File: src/rtl/lzw_pkg.sv
// Shared LZW types and constants for the encoder, the CAM dictionary and the bit packer.
package lzw_pkg;

    localparam int unsigned CHAR_WIDTH = 8;
    localparam int unsigned NUM_LIT    = 2 ** CHAR_WIDTH;
    localparam int unsigned NUM_CELL   = 16;
    localparam int unsigned CODE_WIDTH = 9;
    localparam int unsigned KEY_WIDTH  = CODE_WIDTH + CHAR_WIDTH;
    localparam int unsigned IDX_WIDTH  = $clog2(NUM_CELL);

    typedef logic [CHAR_WIDTH-1:0] char_t;
    typedef logic [CODE_WIDTH-1:0] code_t;
    typedef logic [KEY_WIDTH-1:0]  key_t;
    typedef logic [IDX_WIDTH-1:0]  idx_t;

    typedef logic [2:0] state_t;
    localparam state_t S_IDLE      = 3'd0;
    localparam state_t S_PREFIX    = 3'd1;
    localparam state_t S_LOOKUP    = 3'd2;
    localparam state_t S_EMIT      = 3'd3;
    localparam state_t S_EMIT_TAIL = 3'd4;

    // Dictionary entries are numbered after the literal codes.
    function automatic code_t dict_code(input idx_t idx);
        return code_t'(NUM_LIT) + code_t'(idx);
    endfunction

endpackage

File: src/rtl/lzw_out_reg.sv
// One-entry valid/ready holding register for the emitted code stream.
module lzw_out_reg
    import lzw_pkg::*;
(
    input  logic  clk,
    input  logic  rst,
    input  logic  i_load,
    input  code_t i_code,
    input  logic  i_last,
    input  logic  i_ready,
    output logic  o_valid,
    output code_t o_code,
    output logic  o_last,
    output logic  o_free_c
);

    assign o_free_c = ~o_valid | i_ready;

    // Payload only changes on a load, so it holds while stalled.
    always_ff @(posedge clk or negedge rst) begin
        if (!rst) begin
            o_valid <= 1'b0;
            o_code  <= '0;
            o_last  <= 1'b0;
        end else if (i_load) begin
            o_valid <= 1'b1;
            o_code  <= i_code;
            o_last  <= i_last;
        end else if (i_ready) begin
            o_valid <= 1'b0;
        end
    end

endmodule

File: src/rtl/lzw_encoder_ctrl.sv
// LZW encoder control: builds {prefix,char} CAM keys and emits prefix codes on misses.
module lzw_encoder_ctrl
    import lzw_pkg::*;
(
    input  logic  clk,
    input  logic  rst,
    input  logic  in_valid,
    output logic  in_ready,
    input  char_t in_data,
    input  logic  in_last,
    output logic  cam_en,
    output key_t  cam_key,
    input  logic  cam_hit,
    input  idx_t  cam_idx,
    input  logic  cam_full,
    output logic  code_valid,
    input  logic  code_ready,
    output code_t code_data,
    output logic  code_last
);

    state_t r_state, w_state_nxt;
    state_t r_ret, w_ret_nxt;
    code_t  r_prefix, w_prefix_nxt;
    code_t  r_pend, w_pend_nxt;
    char_t  r_char, w_char_nxt;
    logic   r_last, w_last_nxt;
    logic   r_pend_last, w_pend_last_nxt;
    logic   w_in_fire;
    logic   w_slot_free;
    logic   w_load;
    code_t  w_hit_code;
    logic   w_unused_cam_full;

    // A full dictionary only suppresses inserts inside the CAM; the code stream is unaffected.
    assign w_unused_cam_full = cam_full;

    assign in_ready   = rst & ((r_state == S_IDLE) | (r_state == S_PREFIX));
    assign w_in_fire  = in_valid & in_ready;
    assign cam_en     = w_in_fire & (r_state == S_PREFIX);
    assign cam_key    = {r_prefix, in_data};
    assign w_hit_code = dict_code(cam_idx);

    always_comb begin
        w_state_nxt     = r_state;
        w_ret_nxt       = r_ret;
        w_prefix_nxt    = r_prefix;
        w_pend_nxt      = r_pend;
        w_char_nxt      = r_char;
        w_last_nxt      = r_last;
        w_pend_last_nxt = r_pend_last;
        w_load          = 1'b0;
        case (r_state)
            S_IDLE: begin
                if (w_in_fire) begin
                    w_prefix_nxt = code_t'(in_data);
                    if (in_last) begin
                        w_pend_nxt      = code_t'(in_data);
                        w_pend_last_nxt = 1'b1;
                        w_state_nxt     = S_EMIT;
                    end else begin
                        w_state_nxt = S_PREFIX;
                    end
                end
            end
            S_PREFIX: begin
                if (w_in_fire) begin
                    w_char_nxt  = in_data;
                    w_last_nxt  = in_last;
                    w_state_nxt = S_LOOKUP;
                end
            end
            S_LOOKUP: begin
                if (cam_hit) begin
                    w_prefix_nxt = w_hit_code;
                    if (r_last) begin
                        w_pend_nxt      = w_hit_code;
                        w_pend_last_nxt = 1'b1;
                        w_state_nxt     = S_EMIT;
                    end else begin
                        w_state_nxt = S_PREFIX;
                    end
                end else begin
                    w_pend_nxt      = r_prefix;
                    w_pend_last_nxt = 1'b0;
                    w_prefix_nxt    = code_t'(r_char);
                    w_ret_nxt       = r_last ? S_EMIT_TAIL : S_PREFIX;
                    w_state_nxt     = S_EMIT;
                end
            end
            S_EMIT: begin
                if (w_slot_free) begin
                    w_load      = 1'b1;
                    w_state_nxt = r_pend_last ? S_IDLE : r_ret;
                end
            end
            S_EMIT_TAIL: begin
                w_pend_nxt      = r_prefix;
                w_pend_last_nxt = 1'b1;
                w_state_nxt     = S_EMIT;
            end
            default: w_state_nxt = S_IDLE;
        endcase
    end

    always_ff @(posedge clk or negedge rst) begin
        if (!rst) begin
            r_state     <= S_IDLE;
            r_ret       <= S_IDLE;
            r_prefix    <= '0;
            r_pend      <= '0;
            r_char      <= '0;
            r_last      <= 1'b0;
            r_pend_last <= 1'b0;
        end else begin
            r_state     <= w_state_nxt;
            r_ret       <= w_ret_nxt;
            r_prefix    <= w_prefix_nxt;
            r_pend      <= w_pend_nxt;
            r_char      <= w_char_nxt;
            r_last      <= w_last_nxt;
            r_pend_last <= w_pend_last_nxt;
        end
    end

    lzw_out_reg u_out_reg (
        .clk      (clk),
        .rst      (rst),
        .i_load   (w_load),
        .i_code   (r_pend),
        .i_last   (r_pend_last),
        .i_ready  (code_ready),
        .o_valid  (code_valid),
        .o_code   (code_data),
        .o_last   (code_last),
        .o_free_c (w_slot_free)
    );

endmodule

File: config.mk
export PLATFORM = sky130hd
export DESIGN_NAME = lzw_encoder_ctrl
export DESIGN_NICKNAME = d
export VERILOG_FILES = /design/src/rtl/lzw_pkg.sv /design/src/rtl/lzw_out_reg.sv /design/src/rtl/lzw_encoder_ctrl.sv
export SDC_FILE = /design/constraint.sdc
export NUM_CORES = 1
export LEC_CHECK = 0
export CAP_MARGIN = 0
export CORE_ASPECT_RATIO = 0.5
export CORE_UTILIZATION = 45
export DETAILED_ROUTE_END_ITERATION = 8
export PLACE_DENSITY = 0.81
export SLEW_MARGIN = 10
export SYNTH_ARGS = -nofsm -noshare
export SYNTH_HDL_FRONTEND = slang
export SYNTH_SLANG_ARGS = --single-unit
File: constraint.sdc
create_clock -name clk -period 2.15 [get_ports clk]
set_input_delay 0.43 -clock clk [delete_from_list [all_inputs] [get_ports clk]]
set_output_delay 0.43 -clock clk [all_outputs]
set_load 0.03 [all_outputs]
==> reports/metrics.json <==
{
  "timing.slew.headroom_pct": 63.41,
  "tritoncts.num_buffers": 5,
  "clock_power_share_pct": 16.9,
  "rows": 17,
  "synth_cell_types": 33,
  "die_height_um": 50.60,
  "ant_cells": 0,
  "yosys_most_used_dff": "sky130_fd_sc_hd__dfrtp_1",
  "worstRegToRegCells": 4,
  "floorplan.core_area_mm2": 0.004467,
  "synthesis.instances": 189,
  "cp-start-kind": "input port",
  "post-route-util_pct": 63.08,
  "clock_skew_ns": 0.005363,
  "clockRootBuffer": "sky130_fd_sc_hd__clkbuf_8",
  "first_global_vias": 1655,
  "synth_top_area_cell": "sky130_fd_sc_hd__dfrtp_1",
  "globalRouteMet1Util_pct": 30.58,
  "clk_latency_ns": 0.31,
  "postCtsSetupRepairBufs": 0,
  "worst_setup_timing_slack_at_the_placement_stage_ns": 0.1090,
  "timing.critical_path.arrival_ns": 1.62,
  "timing.hold.worst.class": "input port to async pin",
  "crit_end": "cam_key[5]",
  "power.net_switching_mw": 1.557,
  "setup_viol_count_final": 0,
  "grt.met3_usage_pct": 3.760,
  "final.setup.worst_slack_ns": 0.09793,
  "gp_congestion": 0.8094,
  "post_route_cells_drive_above_1_share_pct": 23.67,
  "synth-seq-area-share_pct": 51.80,
  "pwr-share-seq_pct": 37.1,
  "achievable-frequency_mhz": 487.3,
  "via_per_inst": 5.609,
  "worst_r2r_setup_slack_ns": 0.21,
  "critical_path_class": "input port to primary output",
  "synth_edf_count": 0,
  "fp.dieArea_mm2": 0.005020,
  "fin_total_pwr_mw": 4.044,
  "synthesized_cell_area_mm2": 0.002126,
  "critPathTopFamily": "buffers and inverters",
  "power_frac_comb_pct": 45.9,
  "end_kind": "primary output",
  "count_leader_synth": "sky130_fd_sc_hd__dfrtp_1",
  "track_usage_pct": 22.15,
  "dp_hpwl_um": 3470,
  "synth_area_per_cell_um2": 11.25,
  "grt_start_max_net_pins": 34,
  "postSynth.asyncResetShare_pct": 100.0,
  "areaGrowthSynthToFinish_pct": 32.55,
  "rsz0062_at_grt": "false",
  "worst_path_max_delay_cell": "sky130_fd_sc_hd__clkdlybuf4s50_1",
  "ys_warn_count": 0,
  "critical_path_cell_count": 2,
  "critical-path-top-cell-by-count": "sky130_fd_sc_hd__clkdlybuf4s50_1",
  "timing_max_transition_violations_final": 0,
  "floorplan.die.width_um": 99.20,
  "synth.top_cells.by_count": "44 x sky130_fd_sc_hd__dfrtp_1, 24 x sky130_fd_sc_hd__mux2_2, 17 x sky130_fd_sc_hd__a21oi_1",
  "detail_route.first_pass.iterations": 4,
  "met2_demand_to_capacity_share_in_global_routing_pct": 35.76,
  "post_cts_resized": 0,
  "cts_max_level": 2,
  "remaining_number_of_nets_flagged_by_the_antenna_check_after_routing": 0,
  "critPathMaxStageDelay_ns": 0.70,
  "maxCapViolCount": 0,
  "antenna_violations_before_repair": 0,
  "p_sw_share_pct": 38.51,
  "critPathMaxFanout": 2,
  "gr-total-overflow": 0,
  "static-leakage-power_nw": 1.236,
  "first_iter_violations": 127,
  "cts_hold_buf": 0,
  "worst_pin_slew_ns": 0.5476,
  "crit_path_start": "in_data[5]",
  "total_wire_length_after_detailed_routing_um": 4983,
  "clk_transition_reported_paths_ns": 0.09,
  "yosys_register_bits": 44,
  "port_buffers": 47,
  "worstPathRequired_ns": 1.72,
  "hold_violations": 0,
  "finish.net_count": 263,
  "timing.final.crit_share_pct": 95.45,
  "grt_busiest_layer": "met2",
  "wire_per_inst_um": 16.50,
  "power_per_cell_area_mw_per_mm2": 1435,
  "internal_power_mw": 2.487,
  "clock_sink_count": 44,
  "outcome": "finished, final reports clean",
  "clock_tree_from_tritoncts": "yes",
  "detailed_route_via_count": 1694,
  "floorplan.initialDensity_pct": 47.59,
  "fin_setup_tns_ns": 0,
  "final.min_clock_period_ns": 2.052,
  "design.portCount": 49,
  "drcViolationCount": 0,
  "timing.critical_path.cells": "clkdlybuf4s50_1 > clkdlybuf4s50_1",
  "finalInstanceArea_mm2": 0.002818,
  "buffers_and_inverters_on_the_worst_path": 2,
  "reg2reg_from": "r_state[1]",
  "worst_r2r_endpoint": "r_pend[1]",
  "grt_pass1_wl_um": 8335,
  "yosysTopAreaCellShare_pct": 51.80,
  "clk_path_buf_depth": 2,
  "vdd_ir_max_mv": 0.8277,
  "place_area_mm2": 0.002696,
  "top_cells_by_area_synth": "sky130_fd_sc_hd__dfrtp_1 52%, sky130_fd_sc_hd__mux2_2 13%, sky130_fd_sc_hd__a21oi_1 4.0%",
  "synth_fp_nets": 208
}
-- cell usage in the layout, fill, tap and decap left out, types with 4 or more instances in the layout --
master	instances
sky130_fd_sc_hd__and3_1	5
sky130_fd_sc_hd__clkdlybuf4s50_1	43
sky130_fd_sc_hd__mux2_2	24
sky130_fd_sc_hd__nand2_1	15
sky130_fd_sc_hd__buf_4	21
sky130_fd_sc_hd__a32o_1	4
sky130_fd_sc_hd__mux2i_1	4
sky130_fd_sc_hd__clkbuf_8	6
sky130_fd_sc_hd__a22o_1	5
sky130_fd_sc_hd__nand2b_1	4
sky130_fd_sc_hd__a222oi_1	4
sky130_fd_sc_hd__nor2_1	7
sky130_fd_sc_hd__a21oi_1	17
sky130_fd_sc_hd__o21ai_0	12
sky130_fd_sc_hd__dfrtp_1	44
-- sequential cells by signal, indices dropped and copies added (netlist names) --
register and flops:
r_char 8, r_ret 2, u_out_reg.o_last 1, r_pend_last 1, r_prefix 9, u_out_reg.o_code 9
r_last 1, r_pend 9, u_out_reg.o_valid 1, r_state 3
-- stage by stage --
step | instances | hold slack (ns)
2_1_floorplan | 189 | 0.1344
3_3_place_gp | 294 | 0.4178
3_5_place_dp | 294 | 0.4246
4_1_cts | 302 | 0.09114
5_1_grt | 302 | 0.1211
6_report | 302 | 0.09223
-- layout make-up --
cell class | instances | area [um2]
clock buffers | 6 | 82.58
clock inverters | 2 | 38.79
fillers | 360 | 1649
inverters | 2 | 7.507
multi-input cells | 125 | 903.4
flip-flops and latches | 44 | 1101
well taps | 57 | 71.32
repair buffers | 66 | 613.1
-- routing by layer --
layer	vias up	wire length (um)
li1	785	-
met1	851	2302
met2	53	2364
met3	5	269
met4	0	46
met5	-	0
-- how the worst min path moves through the flow --
stage	start	to	slack [ns]	cells past startpoint
5_1_grt	rst	r_prefix[5]	0.12	2
4_1_cts	rst	r_char[0]	0.09	2
3_3_place_gp	rst	r_char[5]	0.42	2
2_1_floorplan	rst	r_char[0]	0.13	0
6_report	rst	r_prefix[2]	0.09	2
3_5_place_dp	rst	r_prefix[5]	0.42	2
-- cells by family (layout without fill, tap and decap cells) --
logic type                after synthesis  in the layout  share of synthesized area [%]
buffers and inverters                  20             76                          5.709
and+or+nand+nor                        45             45                          10.89
AOI/OAI and AO/OA                      49             49                          15.66
muxes                                  29             29                          15.13
DFF                                    44             44                          51.80
xor gates and xnor gates                2              2                         0.8242
-- power by group through the flow --
stage | Sequential, mW | Combinational (mW) | Clock, mW
3_3_place_gp | 1.49 | 1.79 | 0
5_1_grt | 1.56 | 1.98 | 0.722
2_1_floorplan | 1.76 | 0.881 | 0
4_1_cts | 1.50 | 1.86 | 0.693
6_report | 1.50 | 1.86 | 0.685
3_5_place_dp | 1.51 | 1.84 | 0
No activity file was read; power rests on OpenSTA's default activity.
